--- config.mk ---
export PLATFORM = sky130hd
export DESIGN_NAME = ready_valid_pipeline
export DESIGN_NICKNAME = d
export VERILOG_FILES = /design/src/rtl/ready_valid_pipeline.sv
export SDC_FILE = /design/constraint.sdc
export NUM_CORES = 1
export LEC_CHECK = 0
export CAP_MARGIN = 20
export CELL_PAD_IN_SITES_DETAIL_PLACEMENT = 0
export CELL_PAD_IN_SITES_GLOBAL_PLACEMENT = 2
export CORE_MARGIN = 8
export CORE_UTILIZATION = 40
export DETAILED_ROUTE_END_ITERATION = 8
export PLACE_DENSITY = 0.89
export REMOVE_ABC_BUFFERS = 1
export SETUP_SLACK_MARGIN = 0.4
export SYNTH_ARGS = -nofsm -noshare
export SYNTH_HDL_FRONTEND = slang
export SYNTH_HIERARCHICAL = 1
export SYNTH_SLANG_ARGS = --single-unit
export TNS_END_PERCENT = 20
--- constraint.sdc ---
create_clock -name clk -period 6.46 [get_ports clk]
set_clock_uncertainty 0.15 [all_clocks]
set_input_delay 1.615 -clock clk [delete_from_list [all_inputs] [get_ports clk]]
set_output_delay 1.615 -clock clk [all_outputs]
set_load 0.005 [all_outputs]
--- src/rtl/ready_valid_pipeline.sv ---
// Elastic payload pipeline: a skid-buffered input slice, a stall-as-a-whole
// register core, and a skid-buffered output slice. The slices isolate the
// core's combinational enable from the block ports, so u_ready is always a
// register output.
//
// Handshake (every port, internal and external): a beat transfers exactly at
// a rising clk edge where valid and ready are both high. A producer holding
// valid=1 keeps data stable until that edge; ready may be high with valid low.

// Two-entry register slice: output register plus skid register.
module pipeline_insert #(
  parameter int DATA_WIDTH = 32
) (
  input  logic                  clk,
  input  logic                  rst_n,
  input  logic [DATA_WIDTH-1:0] u_data,
  input  logic                  u_valid,
  output logic                  u_ready,
  output logic [DATA_WIDTH-1:0] d_data,
  output logic                  d_valid,
  input  logic                  d_ready
);
  logic [DATA_WIDTH-1:0] skid_data;
  logic                  skid_valid;
  logic                  accept;

  // Ready depends only on the skid flag, so it is a pure register output.
  assign u_ready = !skid_valid;
  assign accept  = u_valid && !skid_valid;

  // Refill the output register from skid first (oldest beat), else from the
  // input; a beat arriving while the output is stalled parks in the skid.
  always_ff @(posedge clk) begin
    if (!rst_n) begin
      d_valid    <= 1'b0;
      d_data     <= '0;
      skid_valid <= 1'b0;
      skid_data  <= '0;
    end else if (!d_valid || d_ready) begin
      if (skid_valid) begin
        d_data     <= skid_data;
        d_valid    <= 1'b1;
        skid_valid <= 1'b0;
      end else if (accept) begin
        d_data  <= u_data;
        d_valid <= 1'b1;
      end else begin
        d_valid <= 1'b0;
      end
    end else if (accept) begin
      skid_data  <= u_data;
      skid_valid <= 1'b1;
    end
  end
endmodule

// Core shift pipeline: every stage advances together under one enable.
module pipeline #(
  parameter int DATA_WIDTH      = 32,
  parameter int PIPELINE_STAGES = 4
) (
  input  logic                  clk,
  input  logic                  rst_n,
  input  logic [DATA_WIDTH-1:0] u_data,
  input  logic                  u_valid,
  output logic                  u_ready,
  output logic [DATA_WIDTH-1:0] d_data,
  output logic                  d_valid,
  input  logic                  d_ready
);
  logic [DATA_WIDTH-1:0]      stage_data [PIPELINE_STAGES];
  logic [PIPELINE_STAGES-1:0] stage_valid;
  logic                       en;

  // Advance when the last stage drains or holds a bubble; otherwise freeze.
  assign en      = d_ready || !stage_valid[PIPELINE_STAGES-1];
  assign u_ready = en;
  assign d_data  = stage_data[PIPELINE_STAGES-1];
  assign d_valid = stage_valid[PIPELINE_STAGES-1];

  // Shift all stages by one on enable; stage 0 captures the upstream beat.
  always_ff @(posedge clk) begin
    if (!rst_n) begin
      stage_valid <= '0;
      for (int i = 0; i < PIPELINE_STAGES; i++) stage_data[i] <= '0;
    end else if (en) begin
      stage_data[0]  <= u_data;
      stage_valid[0] <= u_valid;
      for (int i = 1; i < PIPELINE_STAGES; i++) begin
        stage_data[i]  <= stage_data[i-1];
        stage_valid[i] <= stage_valid[i-1];
      end
    end
  end
endmodule

// Top: input slice -> core -> output slice.
module ready_valid_pipeline #(
  parameter int DATA_WIDTH      = 32,
  parameter int PIPELINE_STAGES = 4
) (
  input  logic                  clk,
  input  logic                  rst_n,
  input  logic [DATA_WIDTH-1:0] u_data,
  input  logic                  u_valid,
  output logic                  u_ready,
  output logic [DATA_WIDTH-1:0] d_data,
  output logic                  d_valid,
  input  logic                  d_ready
);
  logic [DATA_WIDTH-1:0] in_data;
  logic                  in_valid;
  logic                  in_ready;
  logic [DATA_WIDTH-1:0] core_data;
  logic                  core_valid;
  logic                  core_ready;

  pipeline_insert #(.DATA_WIDTH(DATA_WIDTH)) u_in_slice (
    .clk     (clk),
    .rst_n   (rst_n),
    .u_data  (u_data),
    .u_valid (u_valid),
    .u_ready (u_ready),
    .d_data  (in_data),
    .d_valid (in_valid),
    .d_ready (in_ready)
  );

  pipeline #(.DATA_WIDTH(DATA_WIDTH), .PIPELINE_STAGES(PIPELINE_STAGES)) u_core (
    .clk     (clk),
    .rst_n   (rst_n),
    .u_data  (in_data),
    .u_valid (in_valid),
    .u_ready (in_ready),
    .d_data  (core_data),
    .d_valid (core_valid),
    .d_ready (core_ready)
  );

  pipeline_insert #(.DATA_WIDTH(DATA_WIDTH)) u_out_slice (
    .clk     (clk),
    .rst_n   (rst_n),
    .u_data  (core_data),
    .u_valid (core_valid),
    .u_ready (core_ready),
    .d_data  (d_data),
    .d_valid (d_valid),
    .d_ready (d_ready)
  );
endmodule

After elaboration in Yosys (flattened, before gate mapping):

Memory sizes are Yosys's and may differ from the RTL's.
Index checks and enable logic that the tools add are counted.

* multiplexer cells: 16
* bitwise logic cells: 7
* reduce and logical (&&, ||, !) cells: 18

Operators by type and width (count)
* 32-bit 2-to-1 mux: 8
* 1-bit 2-to-1 mux: 8
* 2-bit AND reduction: 4
* 1-bit zero test: 5
* 1-bit OR: 4
* 2-bit nonzero test: 2
* 2-bit OR reduction: 2
* 1-bit logical OR: 3
* 1-bit NOT: 3
* 1-bit logical AND: 2

* register bits: 136
* memory bits (writable): 128
* bits of input ports: 36
* output and inout port bits: 34
* word-level logic and storage cells: 51
* memories kept: 1

Memory list
* u_core.stage_data: depth 4, width 32, read ports 4, clocked after Yosys merged registers in 0, wr ports 4, RTL line 71 `logic [DATA_WIDTH-1:0] stage_data [PIPELINE_STAGES];`

Logic depth before layout (Yosys ltp):

Gate-level depths: netlist of the first run.

* depth after elaboration: 6
* mapped depth: 13
* mapped depth without buffers: 6

Cells and area by module:

The synthesis of the first run kept the hierarchy.

By module, submodules not included
* pipeline_insert: times used 2, cells each 298, area an instance 2849.0 µm², sequential area each 1321.3 µm²
* pipeline: times used 1, cells each 299, area an instance 4993.5 µm², sequential area each 3923.8 µm²

Worst setup path after synthesis of the first run:

OpenSTA, ideal clock, no wires.

* path type: in2reg
* start point: input port rst_n
* end point: memory u_core.stage_data[0][0], enable pin
* setup time: 1.120 ns
* arrival: 3.964 ns
* data required time: 5.190 ns
* slack: 1.226 ns
* stages: 2
* buffers on the path: 1
* path through: clkbuf_1 nand2_1

RTL lines
* from (decl): RTL line 103 `input logic rst_n,`
* to (decl): RTL line 71

==> reports/qor.csv, run 1 <==
metric;value;unit
n_diodes;0;
fmax;0.293;GHz
Slew headroom;38.2;%
CP cell instances;buf_6, nand2_4, buf_4;
chip height;179;um
power per cell area;277;nW/um^2
cell count after placement;1228;
die area;32200;sq um
P_leak;0.00544;uW
mapped cell area;10700;sq um
status;complete, no violations;
Post-synth top cells;dfxtp_1, nand2_1, and3_1, edfxtp_1, mux2i_1;
Crit. End Element;register;
Starting Density;40.2;%
Layout Nets;955;
CTS sink cnt;264;
Final setup viols;0;
Netlist cell types;24;
overall routing resource usage;11.3;%
TritonCTS Buffers;28;
slowest stage delay, CP;690;ps
Hold WC Path Type;register to register;
Seq cells post-synth;264;
IO Pins;70;
# fillers;2433;
First DRT Iteration DRCs;475;
leading area contributor after synthesis;edfxtp_1;
FF-to-FF setup slack;3440;ps
Seq/Total Area, Yosys;61.4;%
CTS Root Cell;clkbuf_16;
Worst IR Drop VDD;179;uV
critical path peak fanout;132;
synthesized area per cell;11.9;sq um
top_reg_cell synth;dfxtp_1;
Critical Path RT;6560;ps
Area Overhead vs Synth;15.1;%
Final Critical Period;3410;ps
dpl cell area;11400;sq um
Vias;6466;
num rows;60;
most used routing layer;met2;
PortBufs;69;
Final Util;46.3;%
Slew @ Worst Pin;927;ps
total global routing overflow;0;
Clock Latency Late Sink;530;ps
drt total wl;18800;um
gp weighted congestion;0.684;
cts hold-fix bufs;0;
Core Region;26600;sq um
Max Slew Vio Count;0;
yosys warns;6;
H-tree depth;1;
clk slew on worst S/H paths;60;ps
initial antenna violation count;0;
number of failing hold endpoints at the final stage;0;
post-cts repair resize count;0;
DRT antenna net count;0;
Buf/Inv on CP;2;
Max Cap Viol;0;
ranking of synthesized cells by area;edfxtp_1, dfxtp_1, and3_1, mux2i_1, o211a_1;
RSZ-0062 raised after global routing;no;
layout cells sized above 1;6.48;%
Fin Setup TNS;0;ps
period utilization;52.7;%
DRC viols;0;
Crit Path Category;input port to register;
drt wl/cell;14.7;um
critical path's slowest cell;nand2_4;
First-pass DRT Iterations;6;
largest net degree at the start of global routing;136;
synthesized instance count;895;
ys async rst share;0;%
first-pass GRT wire length;31800;um
Arr. time, crit path;3500;ps
Die Width;179;um
met2 Use GR;18.7;%
Worst path top cell family by delay;buffers and inverters;
Post-CTS Setup Bufs;0;
vias in the first global route;6304;
GR Util met3;2.34;%
Post-DP HPWL;10900;um
top-area cell type share of the netlist area;36.0;%
Final Non-Filler Cells;1282;
most frequent cell after synthesis;dfxtp_1;
Post-synth EDFFs;128;
CTS tree;done;
Vias/cell;5.04;
GRT met1 Usage;14.5;%
crit start category;input port;
CTS Buffer Depth;3;
cell area after layout;12300;sq um
[final timing paths]
path              cells after the start                                      to                              startpoint
setup / recovery                      3   u_core/stage_data[2][9]$_SDFFCE_PN0P_                                   rst_n
hold / removal                        2  u_out_slice/skid_data[25]$_SDFFE_PN0P_  u_out_slice/skid_data[25]$_SDFFE_PN0P_
setup reg to reg                      8   u_in_slice/skid_data[16]$_SDFFE_PN0P_     u_out_slice/skid_valid$_SDFFE_PP0P_
hold reg to reg                       2  u_out_slice/skid_data[25]$_SDFFE_PN0P_  u_out_slice/skid_data[25]$_SDFFE_PN0P_
[cell families (layout without fill, tap and decap cells)]
kind of cell,Yosys count,after routing,synth area share (%)
simple gates,340,340,16.3
flops,264,264,61.4
mux,67,67,6.27
compound gates,131,131,10.7
buf+inv,93,139,5.32
[state kept, by name, indices dropped and copies added (netlist names)]
signal / cells
u_core/stage_data: 128
u_core/stage_valid: 4
u_in_slice/d_data: 32
u_in_slice/d_valid: 1
u_in_slice/skid_data: 32
u_in_slice/skid_valid: 1
u_out_slice/d_data: 32
u_out_slice/d_valid: 1
u_out_slice/skid_data: 32
u_out_slice/skid_valid: 1
[routing by layer]
metal	routed length, um	share of wire [%]	up-vias
li1	-	-	3280
met3	769	4.1	24
met5	0	0	-
met1	8980	48	3079
met4	308	1.6	0
met2	8760	47	83
[metrics by stage]
step                hold slack [ps]  power (uW)  worst slack (ps)
floorplan                       285        1880              1410
global placement                289        1940              2510
detailed placement              294        1950              2480
CTS                             303        3460              3050
global route                    319        3540              2900
finish                          300        3410              3050
[where the power goes]
| group | switching, uW | internal (uW) |
|---|---|---|
| registers | 12.9 | 1780 |
| logic | 53.3 | 63.1 |
| clock network | 613 | 887 |
| total | 679 | 2730 |
[worst min-delay path: cells and delay by family, from the launching register on]
kind / cells / cell delay (ps)
DFF: 1 / 300
AOI/OAI and AO/OA: 1 / 50
and+or+nand+nor: 1 / 50
[layout by cell type (no fill, tap or decap), types with 3 or more instances in the layout]
| master | Yosys | routed |
|---|---|---|
| dfxtp_1 | 136 | 134 |
| nand2_1 | 133 | 132 |
| and3_1 | 128 | 128 |
| edfxtp_1 | 128 | 128 |
| clkdlybuf4s50_1 | 0 | 68 |
| mux2i_1 | 67 | 67 |
| a21boi_1 | 66 | 66 |
| nand3_1 | 64 | 64 |
| o211a_1 | 64 | 64 |
| clkbuf_16 | 0 | 29 |
| clkbuf_1 | 45 | 13 |
| buf_4 | 1 | 13 |
| clkinv_1 | 0 | 5 |
| inv_2 | 3 | 3 |
[final cells by class]
cell class                      count  area, sq um  area share, %
Clock buffer                       44          802           6.51
Clock inverter                      8         63.8          0.518
Inverter                            3         11.3         0.0915
Multi-Input combinational cell    538         3590           29.2
Sequential cell                   264         6570           53.4
Tap cell                          341          427           3.47
Timing Repair Buffer               84          845           6.86
Power figures use the tool's default switching activity.
==> run 2, diff against run 1 <==
==> constraint.sdc (replaced) <==
create_clock -name clk -period 3.5 [get_ports clk]
set_clock_uncertainty 0.15 [all_clocks]
set_input_delay 0.875 -clock clk [delete_from_list [all_inputs] [get_ports clk]]
set_output_delay 0.875 -clock clk [all_outputs]
set_load 0.005 [all_outputs]
==> run 2 against run 1 <==
Worst setup slack worse by 2100 ps; critical path depth down 1; combinational power rose by 84%.
==> reports/qor.csv, run 2 (synthesis results as in run 1) <==
metric;value;unit
status;complete, no violations;
most common cell after layout, fill and taps aside;dfxtp_1;
IO Pins;70;
setup ws final;982;ps
overall routing resource usage;11.5;%
Worst IR Drop VDD;324;uV
CTS tree;done;
number of failing hold endpoints at the final stage;0;
drt total wl;19100;um
Slew @ Worst Pin;1170;ps
Final setup viols;0;
slowest stage delay, CP;500;ps
Area Overhead vs Synth;14.9;%
n_diodes;0;
TritonCTS Buffers;27;
Clock Latency Late Sink;510;ps
gp weighted congestion;0.707;
clk slew on worst S/H paths;60;ps
Slew headroom;22.2;%
cell count after placement;1231;
critical path peak fanout;9;
Post-DP HPWL;10800;um
Hold WC Path Type;register to register;
First DRT Iteration DRCs;569;
post-cts repair resize count;0;
layout cells sized above 1;6.82;%
Fin Setup TNS;0;ps
die area;32200;sq um
Critical Path RT;2470;ps
critical path's slowest cell;dfxtp_2;
total global routing overflow;0;
CTS sink cnt;264;
PortBufs;69;
period utilization;72.0;%
RSZ-0062 raised after global routing;no;
Max Slew Vio Count;0;
Buf/Inv on CP;2;
Die Width;179;um
chip height;179;um
drt wl/cell;14.9;um
DRT antenna net count;0;
CTS Buffer Depth;3;
Final Non-Filler Cells;1280;
# fillers;2484;
leading cell types in the layout, fill and taps excluded;dfxtp_1, nand2_1, and3_1, edfxtp_1, clkdlybuf4s50_1;
fmax;0.397;GHz
pre-CTS WS;770;ps
Layout Nets;955;
CP cell instances;inv_2, clkdlybuf4s50_1;
number of flip-flops in the largest register;128;
Final Critical Period;2520;ps
num rows;60;
H-tree depth;1;
Max Cap Viol;0;
Post-CTS Setup Bufs;0;
CTS Root Cell;clkbuf_16;
Starting Density;40.2;%
first-pass GRT wire length;32200;um
Crit. End Element;output pin;
Crit Path Category;register to output pin;
Vias;6433;
Vias/cell;5.03;
Most flops, register;u_core/stage_data;
P_leak;0.00545;uW
largest net degree at the start of global routing;266;
First-pass DRT Iterations;5;
crit start category;register;
DRC viols;0;
Worst path top cell family by delay;flip-flops;
initial antenna violation count;0;
cts hold-fix bufs;0;
Arr. time, crit path;1490;ps
Core Region;26600;sq um
vias in the first global route;6410;
power per cell area;505;nW/um^2
## run 2: power breakdown
part	internal, uW	leakage (uW)	switching (uW)
clock	1590	0.000413	1080
combinational	114	0.00237	98.9
sequential	3290	0.00267	22.9
total	5000	0.00545	1210
## run 2: worst reg2reg max path: stages (launching register included)
cell	delay (ps)
dfxtp_2	500
buf_4	490
or2_1	470
and2_4	500
o211a_1	200
## run 2: area by class of cell
cell class / instances / area, sq um / area share (%)
Sequential cell: 264 / 6570 / 53.5
Clock buffer: 34 / 722 / 5.88
Tap cell: 341 / 427 / 3.47
Multi-Input combinational cell: 538 / 3590 / 29.2
Inverter: 3 / 11.3 / 0.0916
Timing Repair Buffer: 85 / 850 / 6.91
Clock inverter: 15 / 115 / 0.937
## run 2: through the flow
stage	utilization, %	total power, uW	cell area (sq um)	hold slack [ps]
final	46.2	6200	12300	301
after global routing	46.2	6450	12300	316
after CTS	46.2	6290	12300	303
after detailed placement	43.1	3600	11400	295
after global placement	43.1	3590	11400	289
after floorplan	-	3470	10100	285
## run 2: per-layer routing
layer | track usage (%) | wire length (um) | part of all wire [%] | vias up
met4 | 3.17 | 330 | 1.7 | 0
met5 | 0 | 0 | 0 | -
li1 | - | - | - | 3284
met1 | 15.1 | 9220 | 48 | 3040
met3 | 2.24 | 770 | 4.0 | 21
met2 | 19.1 | 8750 | 46 | 88
## run 2: final timing paths
| check | from | end | slack (ps) | depth (start not counted) |
|---|---|---|---|---|
| worst max-delay path | u_in_slice/skid_valid$_SDFFE_PP0P_ | u_ready | 980 | 2 |
| worst min-delay path | u_out_slice/skid_data[22]$_SDFFE_PN0P_ | u_out_slice/skid_data[22]$_SDFFE_PN0P_ | 300 | 2 |
| worst max register to register | u_in_slice/skid_valid$_SDFFE_PP0P_ | u_in_slice/d_data[0]$_SDFFE_PN0P_ | 1130 | 4 |
| worst min register to register | u_out_slice/skid_data[22]$_SDFFE_PN0P_ | u_out_slice/skid_data[22]$_SDFFE_PN0P_ | 300 | 2 |
==> run 3, diff against run 2 <==
==> constraint.sdc (replaced) <==
create_clock -name clk -period 2.4 [get_ports clk]
set_clock_uncertainty 0.15 [all_clocks]
set_input_delay 0.6 -clock clk [delete_from_list [all_inputs] [get_ports clk]]
set_output_delay 0.6 -clock clk [all_outputs]
set_load 0.005 [all_outputs]
==> run 3 against run 2 <==
Sequential share of layout area is 1.0 points lower; non-clock buffer count is 10 higher; design area is 2.0% higher; utilization rose by 0.92 points; worst setup slack got worse by 680 ps; clock power increased by 59%; combinational power grew 47%; hold slack got worse by 0.68 ps; sequential power increased by 46%; global-route usage rose by 0.15 points; die area unchanged; highest routed layer unchanged.
==> reports/qor.csv, run 3 (synthesis results as in run 1) <==
metric;value;unit
CP cell instances;clkdlybuf4s50_1;
DRT antenna net count;0;
crit start category;register;
Vias/cell;5.01;
PortBufs;69;
CTS Root Cell;clkbuf_16;
RSZ-0062 raised after global routing;yes;
Crit Path Category;register to output pin;
num rows;60;
Die Width;179;um
leading cell types in the layout, fill and taps excluded;nand2_1, dfxtp_1, and3_1, edfxtp_1, mux2i_1;
cell area after layout;12500;sq um
chip height;179;um
critical path peak fanout;2;
fmax;0.477;GHz
clk slew on worst S/H paths;60;ps
Core Region;26600;sq um
Area Overhead vs Synth;17.2;%
largest net degree at the start of global routing;95;
Max Slew Vio Count;0;
vias in the first global route;6274;
gp weighted congestion;0.702;
Arr. time, crit path;1350;ps
n_diodes;0;
Final Critical Period;2100;ps
slowest stage delay, CP;500;ps
TritonCTS Buffers;27;
total global routing overflow;0;
Most flops, register;u_core/stage_data;
Starting Density;40.2;%
dpl cell area;11600;sq um
CTS tree;done;
drt total wl;19400;um
critical path's slowest cell;clkdlybuf4s50_1;
status;complete, no violations;
Buf/Inv on CP;1;
DRC viols;0;
Worst IR Drop VDD;453;uV
Crit. End Element;output pin;
IO Pins;70;
Post-DP HPWL;10800;um
First DRT Iteration DRCs;480;
Slew @ Worst Pin;624;ps
Tot Pwr;9410;uW
power per cell area;751;nW/um^2
Final setup viols;0;
Hold WC Path Type;register to register;
Layout Nets;965;
CTS Buffer Depth;3;
Slew headroom;58.4;%
Critical Path RT;1650;ps
initial antenna violation count;0;
layout cells sized above 1;8.96;%
First-pass DRT Iterations;4;
Vias;6464;
Register Area;6570;sq um
H-tree depth;1;
area of the multi-input gates;3590;sq um
# fillers;2410;
number of flip-flops in the largest register;128;
cts hold-fix bufs;0;
period utilization;87.4;%
CTS sink cnt;264;
Max Cap Viol;0;
P_leak;0.00572;uW
Clock Latency Late Sink;520;ps
die area;32200;sq um
overall routing resource usage;11.7;%
drt wl/cell;15.0;um
Worst path top cell family by delay;buffers and inverters;
FF-to-FF setup slack;480;ps
first-pass GRT wire length;32500;um
number of failing hold endpoints at the final stage;0;
run 3: cell types whose count changed in the layout (fill, tap and decap cells not counted), sizes merged:
cell / before / now
dlygate4sd2: 0 / 24
clkbuf: 34 / 36
dlymetal6s2s: 0 / 1
bufinv: 2 / 3
clkinv: 13 / 10
buf: 17 / 27
clkdlybuf4s50: 68 / 43
run 3: report_power, final:
part | switching, uW | internal [uW] | total, uW
Clock | 1670 | 2600 | 4260
Sequential | 31.9 | 4800 | 4830
Combinational | 145 | 169 | 314
Total | 1840 | 7570 | 9410
run 3: per-layer routing:
metal | wire, um | part of all wire [%] | vias up | GRT usage (%)
met5 | 0 | 0 | - | 0
met4 | 295 | 1.5 | 0 | 3.17
met3 | 743 | 3.8 | 29 | 2.38
met2 | 8920 | 46 | 81 | 19.2
met1 | 9450 | 49 | 3059 | 15.4
li1 | - | - | 3295 | -
run 3: path summary, 6_finish.rpt:
kind | startpoint | depth (start not counted) | end
hold reg to reg | u_in_slice/skid_data[2]$_SDFFE_PN0P_ | 2 | u_in_slice/skid_data[2]$_SDFFE_PN0P_
setup reg to reg | u_out_slice/skid_valid$_SDFFE_PP0P_ | 5 | u_out_slice/skid_data[27]$_SDFFE_PN0P_
setup / recovery | u_out_slice/d_data[22]$_SDFFE_PN0P_ | 1 | d_data[22]
hold / removal | u_in_slice/skid_data[2]$_SDFFE_PN0P_ | 2 | u_in_slice/skid_data[2]$_SDFFE_PN0P_
run 3: metrics by stage:
stage	std cells	util [%]	setup TNS, ps	worst slack (ps)	hold WS [ps]
finish	1290	47.2	0	302	301
CTS	1287	47.0	0	268	303
floorplan	805	-	-572050	-2650	285
detailed placement	1237	43.6	0	205	294
global placement	1237	43.6	0	271	290
global route	1290	47.2	0	239	318
run 3: final cells by class:
| class | count | share of cell area (%) |
|---|---|---|
| sequential | 264 | 52.5 |
| multi-input combinational | 538 | 28.7 |
| timing repair buffer | 95 | 7.99 |
| clock buffer | 36 | 6.23 |
| tap | 341 | 3.40 |
| clock inverter | 13 | 1.14 |
| inverter | 3 | 0.110 |
run 3: what timing repair did:
| action | 4_1_cts | 5_1_grt |
|---|---|---|
| gates resized for setup | 27 | 4 |
| setup endpoints to repair | 121 | 235 |
| setup buffers | 1 | 3 |
